`src/rtl/edge_pkg.sv`:
```
// Shared types and helpers for the edge generator: FSM states, edge-mode codes
// and the mapping from a mode to its idle/active output level.
package edge_pkg;

  typedef enum logic [1:0] {
    IDLE    = 2'd0,
    ACTIVE  = 2'd1,
    RECOVER = 2'd2
  } state_t;

  localparam logic [1:0] EDGE_FALL = 2'b00;
  localparam logic [1:0] EDGE_RISE = 2'b01;
  localparam logic [1:0] EDGE_BOTH = 2'b10;

  function automatic logic is_toggle(input logic [1:0] mode);
    return (mode & EDGE_BOTH) != 2'b00;
  endfunction

  // Toggle modes have no fixed idle level, so they keep whatever is driven now.
  function automatic logic idle_level(input logic [1:0] mode, input logic current);
    return is_toggle(mode) ? current : (mode == EDGE_FALL);
  endfunction

  function automatic logic active_level(input logic [1:0] mode, input logic current);
    return is_toggle(mode) ? ~current : (mode == EDGE_RISE);
  endfunction

endpackage

```
`src/rtl/hold_timer.sv`:
```
// Loadable down-counter that measures one hold window; done is high while the
// count sits at zero, and the count never wraps below zero.
module hold_timer #(
  parameter int CNT_W = 8
) (
  input  logic             clk,
  input  logic             rst_n,
  input  logic             en,
  input  logic             load,
  input  logic [CNT_W-1:0] load_value,
  output logic             done
);

  logic [CNT_W-1:0] count;

  always_ff @(posedge clk or negedge rst_n) begin
    if (!rst_n) begin
      count <= '0;
    end else if (en) begin
      if (load) begin
        count <= load_value;
      end else if (count != '0) begin
        count <= count - 1'b1;
      end
    end
  end

  assign done = (count == '0);

endmodule

```
`src/rtl/edge_generator.sv`:
```
// Turns single-cycle trigger events into level waveforms that a matching edge
// detector sees as exactly one edge/pulse per accepted trigger.
module edge_generator
  import edge_pkg::*;
#(
  parameter  int CNT_W       = 8,
  parameter  int MAX_PENDING = 3,
  localparam int PEND_W      = $clog2(MAX_PENDING + 1)
) (
  input  logic              clk,
  input  logic              rst_n,
  input  logic              enable,
  input  logic              trigger,
  input  logic [1:0]        select_edge,
  input  logic [CNT_W-1:0]  hold_cycles,
  output logic              data_out,
  output logic              busy,
  output logic              drop,
  output logic [PEND_W-1:0] pending_cnt
);

  state_t           state;
  logic [1:0]       mode_q;
  logic [CNT_W-1:0] hold_q;

  logic             timer_done;
  logic             timer_load;
  logic [CNT_W-1:0] timer_value;
  logic [CNT_W-1:0] load_now;
  logic             mode_change;
  logic             start;
  logic             accept;
  logic [PEND_W-1:0] pend_after_trig;

  always_comb begin
    // hold_q and the timer both store W-1, so W=0 and W=1 share a reload of 0
    load_now        = (hold_cycles == '0) ? '0 : hold_cycles - 1'b1;
    mode_change     = (select_edge != mode_q);
    start           = (pending_cnt != '0) || trigger;
    accept          = trigger && (pending_cnt < PEND_W'(MAX_PENDING));
    pend_after_trig = accept ? pending_cnt + 1'b1 : pending_cnt;

    timer_load  = 1'b0;
    timer_value = hold_q;
    if (enable) begin
      case (state)
        IDLE: begin
          if (mode_change || start) begin
            timer_load  = 1'b1;
            timer_value = load_now;
          end
        end
        ACTIVE: begin
          if (timer_done && !is_toggle(mode_q)) begin
            timer_load = 1'b1;
          end
        end
        default: ;
      endcase
    end
  end

  hold_timer #(
    .CNT_W(CNT_W)
  ) u_hold_timer (
    .clk       (clk),
    .rst_n     (rst_n),
    .en        (enable),
    .load      (timer_load),
    .load_value(timer_value),
    .done      (timer_done)
  );

  always_ff @(posedge clk or negedge rst_n) begin
    if (!rst_n) begin
      state       <= IDLE;
      mode_q      <= EDGE_RISE;
      hold_q      <= '0;
      data_out    <= 1'b0;
      busy        <= 1'b0;
      drop        <= 1'b0;
      pending_cnt <= '0;
    end else if (!enable) begin
      drop <= 1'b0;
    end else begin
      drop <= 1'b0;
      case (state)
        IDLE: begin
          if (mode_change) begin
            // A trigger coinciding with a mode switch is queued, not lost
            mode_q      <= select_edge;
            hold_q      <= load_now;
            data_out    <= idle_level(select_edge, data_out);
            state       <= RECOVER;
            busy        <= 1'b1;
            pending_cnt <= pend_after_trig;
            drop        <= trigger && !accept;
          end else if (start) begin
            hold_q   <= load_now;
            data_out <= active_level(mode_q, data_out);
            state    <= ACTIVE;
            busy     <= 1'b1;
            if (pending_cnt != '0 && !trigger) begin
              pending_cnt <= pending_cnt - 1'b1;
            end
          end else begin
            busy <= 1'b0;
          end
        end
        ACTIVE: begin
          pending_cnt <= pend_after_trig;
          drop        <= trigger && !accept;
          if (timer_done) begin
            if (is_toggle(mode_q)) begin
              state <= IDLE;
              busy  <= (pend_after_trig != '0);
            end else begin
              state    <= RECOVER;
              data_out <= idle_level(mode_q, data_out);
            end
          end
        end
        RECOVER: begin
          pending_cnt <= pend_after_trig;
          drop        <= trigger && !accept;
          if (timer_done) begin
            state <= IDLE;
            busy  <= (pend_after_trig != '0);
          end
        end
        default: begin
          state <= IDLE;
        end
      endcase
    end
  end

endmodule

```
`config.mk`:
```
export PLATFORM = sky130hd
export DESIGN_NAME = edge_generator
export DESIGN_NICKNAME = d
export VERILOG_FILES = /design/src/rtl/edge_pkg.sv /design/src/rtl/hold_timer.sv /design/src/rtl/edge_generator.sv
export SDC_FILE = /design/constraint.sdc
export NUM_CORES = 1
export LEC_CHECK = 0
export CELL_PAD_IN_SITES_DETAIL_PLACEMENT = 1
export CELL_PAD_IN_SITES_GLOBAL_PLACEMENT = 1
export CORE_MARGIN = 10
export CORE_UTILIZATION = 35
export CTS_CLUSTER_SIZE = 30
export DETAILED_ROUTE_END_ITERATION = 6
export PLACE_DENSITY_LB_ADDON = 0.3
export SLEW_MARGIN = 20
export SYNTH_ARGS = -nofsm -noshare
export SYNTH_HDL_FRONTEND = slang
export SYNTH_SLANG_ARGS = --single-unit
```
`constraint.sdc`:
```
create_clock -name clk -period 3 [get_ports clk]
set_input_delay 0.6 -clock clk [delete_from_list [all_inputs] [get_ports clk]]
set_output_delay 0.6 -clock clk [all_outputs]
set_load 0.005 [all_outputs]
```
==> flow_summary.json, run 1 <==
{
  "outcome": "complete, no violations",
  "synth_area_leaders": "dfrtp_1, mux2i_1, ha_1",
  "ctsLongestPathBuffers": 2,
  "fp.coreArea_um2": 4850,
  "crit_fanout": 10,
  "cts_root_buf": "clkbuf_8",
  "final_hold_viol_count": 0,
  "synth_compound_area_share_pct": 16.3,
  "dpl.hpwl_mm": 3.29,
  "htree_levels": 1,
  "power_frac_seq_pct": 34.0,
  "cts_setup_buffers": 0,
  "final_common_cell": "nand2_1",
  "min_path_type": "reg -> reg",
  "place.gp.congestion": 0.793,
  "synth_top_cell_area_share_pct": 33.5,
  "max_stage_delay_ps": 560,
  "finClkSkew_ps": 3.27,
  "final_nets": 243,
  "pwr-share-clk_pct": 11.0,
  "overflow": 0,
  "drive_gt1_share_pct": 8.72,
  "cts_tree": "done",
  "rsz0062_at_grt": "no",
  "die_w_um": 91.6,
  "cts-hold-fix-buffers": 0,
  "insertedDiodeCount": 0,
  "powerDensity_nw_per_um2": 923,
  "swShare_pct": 42.7,
  "vias_per_cell": 5.07,
  "crit_chain": "inv_1 -> ha_1 -> or3b_1 -> or3_1 -> o21a_1 -> a211oi_2 -> mux2_2",
  "clock_latency_ps": 270,
  "io_buffers": 18,
  "cts_sinks": 25,
  "dr.pass1.iters": 5,
  "final_cell_mix": "nand2_1, dfrtp_1, clkdlybuf4s50_1",
  "ys_types": 39,
  "cts_resized": 0,
  "synthAdderAreaFrac_pct": 6.98,
  "fmax_ghz": 0.396,
  "synthSimpleGateAreaFrac_pct": 18.6,
  "initial_core_util_pct": 37.0,
  "syn_area_um2": 1790,
  "multi_input_area_um2": 1060,
  "synth.avg_cell_area_um2": 8.88,
  "p_int_w": 0.00110,
  "row_count": 25,
  "power_frac_comb_pct": 55.0,
  "p_leak_nw": 0.917,
  "drcViolationCount": 0,
  "syn_inst": 202,
  "ys_ff_latch": 25,
  "period_needed_ps": 2520,
  "numCtsBuffers": 3,
  "setup_viol": 0,
  "relSlewSlack_pct": 67.4,
  "setup_tns_ps": 0,
  "cp-start-kind": "flip-flop",
  "grt_max_degree": 22,
  "cp-end-kind": "flip-flop",
  "drv_cap": 0,
  "cp_slowest_cell": "or3_1",
  "cts.clk_slew.worst_paths_ps": 90,
  "synth_xor_area_share_pct": 5.86,
  "pin_count": 19,
  "final_max_slew_viol_count": 0,
  "yosysWarnings": 0,
  "grt_pass1_wl_mm": 7.37,
  "route.vias.total": 1444,
  "ant_nets": 0,
  "drt-wirelength-per-cell_um": 14.5,
  "period_share_pct": 84.1,
  "yosys-mux-area-fraction_pct": 11.4,
  "grt_pass1_vias": 1528,
  "yosys.area.top_type": "dfrtp_1",
  "synth_nets": 226,
  "required_ps": 3170,
  "yosysSeqAreaShare_pct": 35.0,
  "initialDrtViolationCount": 75,
  "worstPathArrival_ps": 2690,
  "synth_top_family_by_area": "simple AND/OR/NAND/NOR gates",
  "grt_usage_pct": 10.3,
  "final_core_util_pct": 42.8,
  "antenna_found_initial": 0,
  "area_growth_pct": 15.7,
  "critPathKind": "reg -> reg",
  "fillers": 593,
  "die_area_um2": 8390,
  "finalWirelength_mm": 4.13,
  "switchingPower_w": 0.000816,
  "worst_pin_slew_ps": 488,
  "regArea_um2": 627,
  "die_h_um": 91.6,
  "ir_drop_v": 0.000381
}
worst paths after layout:
| path | from | depth (start not counted) | to | slack [ps] |
|---|---|---|---|---|
| worst max-delay path | u_hold_timer.count[0] | 7 | data_out | 480 |
| min in group asynchronous | rst_n | 1 | pending_cnt[1] | 540 |
| worst max register to register | u_hold_timer.count[0] | 7 | data_out | 480 |
| worst min-delay path | hold_q[3] | 2 | hold_q[3] | 490 |
| worst min register to register | hold_q[3] | 2 | hold_q[3] | 490 |
| max in group asynchronous | rst_n | 2 | mode_q[0] | 1850 |
cell type report:
| type | instances | area share, % |
|---|---|---|
| inverters | 15 | 2.71 |
| well taps | 67 | 4.04 |
| flip-flops and latches | 25 | 30.2 |
| repair buffers | 21 | 9.77 |
| clock buffers | 4 | 2.17 |
| multi-input cells | 153 | 51.1 |
through the flow:
stage	instances	hold WS, ps	total power, W	worst slack, ps	cell area (um2)
final	285	487	0.00191	477	2070
after global routing	285	516	0.00212	362	2070
after CTS	285	492	0.00194	474	2070
after detailed placement	281	470	0.00172	400	2030
after global placement	281	463	0.00169	454	2030
after floorplan	202	304	0.00144	781	1790
state kept, by name (all words and copies together) (netlist names):
name / flops
u_hold_timer.count: 8
mode_q: 2
drop: 1
pending_cnt: 2
data_out: 1
state: 2
hold_q: 8
busy: 1
per-layer routing:
layer	GRT usage, %	vias up	share of wire [%]
met5	0	-	0
met4	3.92	0	1.6
met3	1.48	5	3.0
met2	15.5	31	41
met1	14.4	668	54
li1	-	740	-
power groups by stage:
stage | registers (W) | logic [W] | clock network, W
2_1_floorplan | 0.000604 | 0.000834 | 0
3_3_place_gp | 0.000650 | 0.00104 | 0
3_5_place_dp | 0.000659 | 0.00107 | 0
4_1_cts | 0.000652 | 0.00107 | 0.000216
5_1_grt | 0.000678 | 0.00121 | 0.000227
6_report | 0.000650 | 0.00105 | 0.000211
synthesized netlist by cell type, drive strengths merged:
master and number:
mux2 6, and4 1, buf 4, nor2 11
a31o 1, or4 1, o21a 4, mux2i 13
o211ai 3, nor3 10, xor2 5, or3 2
nor3b 3, a21oi 12, dfrtp 24, or3b 1
o21ai 14, nand3b 2, inv 15, clkbuf 5
nand3 4, a211oi 1, nor2b 2, xnor2 7
a22oi 1, nor4 1, nand4 2, dfstp 1
o31ai 4, o221a 1, o32ai 1, ha 10
a31oi 3, nand2 27
cells by family (layout without fill, tap and decap cells):
logic type      Yosys count  after routing
mux                      19             19
buf+inv                  24             40
flops                    25             25
compound gates           45             45
xor+xnor                 12             12
fa+ha+maj                10             10
simple gates             67             67
critical path: cells and delay by family, from the launching register on:
kind / cells / cell delay [ps]
buf+inv: 1 / 110
compound gates: 2 / 460
fa+ha+maj: 1 / 160
mux: 1 / 360
simple gates: 2 / 940
flops: 1 / 390
Note: power is estimated with default switching activity, not from simulation.
==> run 2: changes to the inputs <==
==> constraint.sdc (replaced) <==
create_clock -name clk -period 2.04 [get_ports clk]
set_input_delay 0.408 -clock clk [delete_from_list [all_inputs] [get_ports clk]]
set_output_delay 0.408 -clock clk [all_outputs]
set_load 0.005 [all_outputs]
==> run 2 against run 1 <==
Effect of this change:
- cell count rose by 16%
- worst setup slack got worse by 610 ps
- clock skew up 10 ps
- register-to-register slack lost 610 ps
- utilization grew 8.3 points
- non-clock buffer count grew 47
- the flow now finishes with violations (setup timing)
- worst hold slack got worse by 7.0 ps
- largest power group unchanged
- clock power grew 39%
- via count grew 13%
- largest cell class unchanged
==> flow_summary.json, run 2 (synthesis gave the netlist of run 1 again) <==
{
  "place.gp.congestion": 0.786,
  "final_common_cell": "buf_4",
  "crit_fanout": 2,
  "cts-hold-fix-buffers": 0,
  "cts_root_buf": "clkbuf_8",
  "final_cell_mix": "buf_4, nand2_1, dfrtp_1",
  "powerDensity_nw_per_um2": 1380,
  "power_w": 0.00341,
  "fp.coreArea_um2": 4850,
  "largestRegisters": "hold_q x8, u_hold_timer.count x8",
  "swShare_pct": 40.4,
  "drv_cap": 0,
  "initialDrtViolationCount": 51,
  "initial_core_util_pct": 37.0,
  "fmax_ghz": 0.461,
  "drt-wirelength-per-cell_um": 15.0,
  "grt_pass1_vias": 1780,
  "wl_met3_um": 110,
  "grt_max_degree": 26,
  "relSlewSlack_pct": 75.3,
  "multi_input_area_um2": 1080,
  "drcViolationCount": 0,
  "antenna_found_initial": 0,
  "final_nets": 290,
  "cts.clk_slew.worst_paths_ps": 90,
  "ctsLongestPathBuffers": 2,
  "numCtsBuffers": 3,
  "pwr-share-clk_pct": 8.6,
  "switchingPower_w": 0.00138,
  "cp-end-kind": "flip-flop",
  "p_leak_nw": 1.16,
  "outcome": "finished with violations",
  "row_count": 25,
  "postLayoutCellArea_um2": 2480,
  "htree_levels": 1,
  "placed_area_um2": 2350,
  "p_int_w": 0.00203,
  "clock_latency_ps": 270,
  "cp-start-kind": "flip-flop",
  "cts_sinks": 25,
  "regArea_um2": 627,
  "route.vias.total": 1626,
  "period_share_pct": 106,
  "power_frac_comb_pct": 63.4,
  "die_h_um": 91.6,
  "final_max_slew_viol_count": 0,
  "die_w_um": 91.6,
  "dpl.hpwl_mm": 3.89,
  "insertedDiodeCount": 0,
  "period_needed_ps": 2170,
  "met1Wirelength_mm": 2.44,
  "violations": "setup timing",
  "finalWirelength_mm": 4.99,
  "die_area_um2": 8390,
  "min_path_type": "reg -> reg",
  "required_ps": 2210,
  "cts_tree": "done",
  "drive_gt1_share_pct": 27.5,
  "fillers": 597,
  "rsz0062_at_grt": "yes",
  "route.met2.wl_mm": 2.37,
  "grt_pass1_wl_mm": 8.65,
  "critPathKind": "reg -> reg",
  "worst_pin_slew_ps": 368,
  "ir_drop_v": 0.000575,
  "setup_viol": 9,
  "dr.pass1.iters": 4,
  "io_buffers": 18,
  "area_growth_pct": 38.1,
  "grt_usage_pct": 12.2,
  "ant_nets": 0,
  "pin_count": 19,
  "top_layer": "met4",
  "fin_ws_ps": -128,
  "final_hold_viol_count": 0,
  "power_frac_seq_pct": 28.0,
  "worstPathArrival_ps": 2330,
  "vias_per_cell": 4.90,
  "finClkSkew_ps": 13.5,
  "overflow": 0
}
## run 2: cell types whose count changed in the layout (fill, tap and decap cells not counted), moves of 2 or more
cell     previous run  this run
buf_4               3        46
buf_6               0         3
inv_1              15        13
inv_2               0         2
mux2_2              4         2
mux2_4              2         4
o21ai_0            13        11
## run 2: power groups by stage
stage / clock [W] / combinational [W] / sequential (W)
6_report: 0.000294 / 0.00216 / 0.000955
5_1_grt: 0.000323 / 0.00241 / 0.000994
4_1_cts: 0.000306 / 0.00210 / 0.000950
3_5_place_dp: 0 / 0.00199 / 0.000955
3_3_place_gp: 0 / 0.00191 / 0.000938
2_1_floorplan: 0 / 0.00124 / 0.000891
## run 2: layer usage
metal  track usage [%]  up-vias
met1              15.7      776
met3              1.48        4
met5                 0        -
met2              20.4       19
met4              4.05        0
li1                  -      827
## run 2: layout make-up
| cell class | instances | area share (%) |
|---|---|---|
| clock buffer | 4 | 1.82 |
| inverter | 15 | 2.27 |
| multi-input combinational | 153 | 43.8 |
| sequential | 25 | 25.3 |
| tap | 67 | 3.39 |
| timing repair buffer | 68 | 23.4 |
## run 2: through the flow
stage	cells	hold slack (ps)	TNS [ps]	setup WS [ps]	util (%)
2_1_floorplan	202	112	-122	-105	-
3_3_place_gp	321	461	-825	-125	48.4
5_1_grt	332	525	-1680	-196	51.1
6_report	332	480	-831	-128	51.1
4_1_cts	331	483	-596	-111	50.7
3_5_place_dp	321	460	-1380	-198	48.4
## run 2: worst max-delay path: stages, from the launching register on
cell      delay [ps]
dfrtp_1          410
inv_2             70
ha_1             130
or3b_4           380
or3_4            360
o21a_1           190
a211oi_2         210
mux2_4           320
## run 2: timing repair
action,4_1_cts,5_1_grt
setup buffers,6,1
pin swaps,3,2
setup endpoints to repair,12,12
resized for setup,7,5
## run 2: worst paths after layout
path / startpoint / end / slack [ps] / depth (start not counted)
max: u_hold_timer.count[1] / data_out / -130 / 7
min: hold_q[4] / hold_q[4] / 480 / 2
max reg2reg: u_hold_timer.count[1] / data_out / -130 / 7
min reg2reg: hold_q[4] / hold_q[4] / 480 / 2
max in group asynchronous: rst_n / mode_q[0] / 1240 / 2
min in group asynchronous: rst_n / pending_cnt[1] / 500 / 2
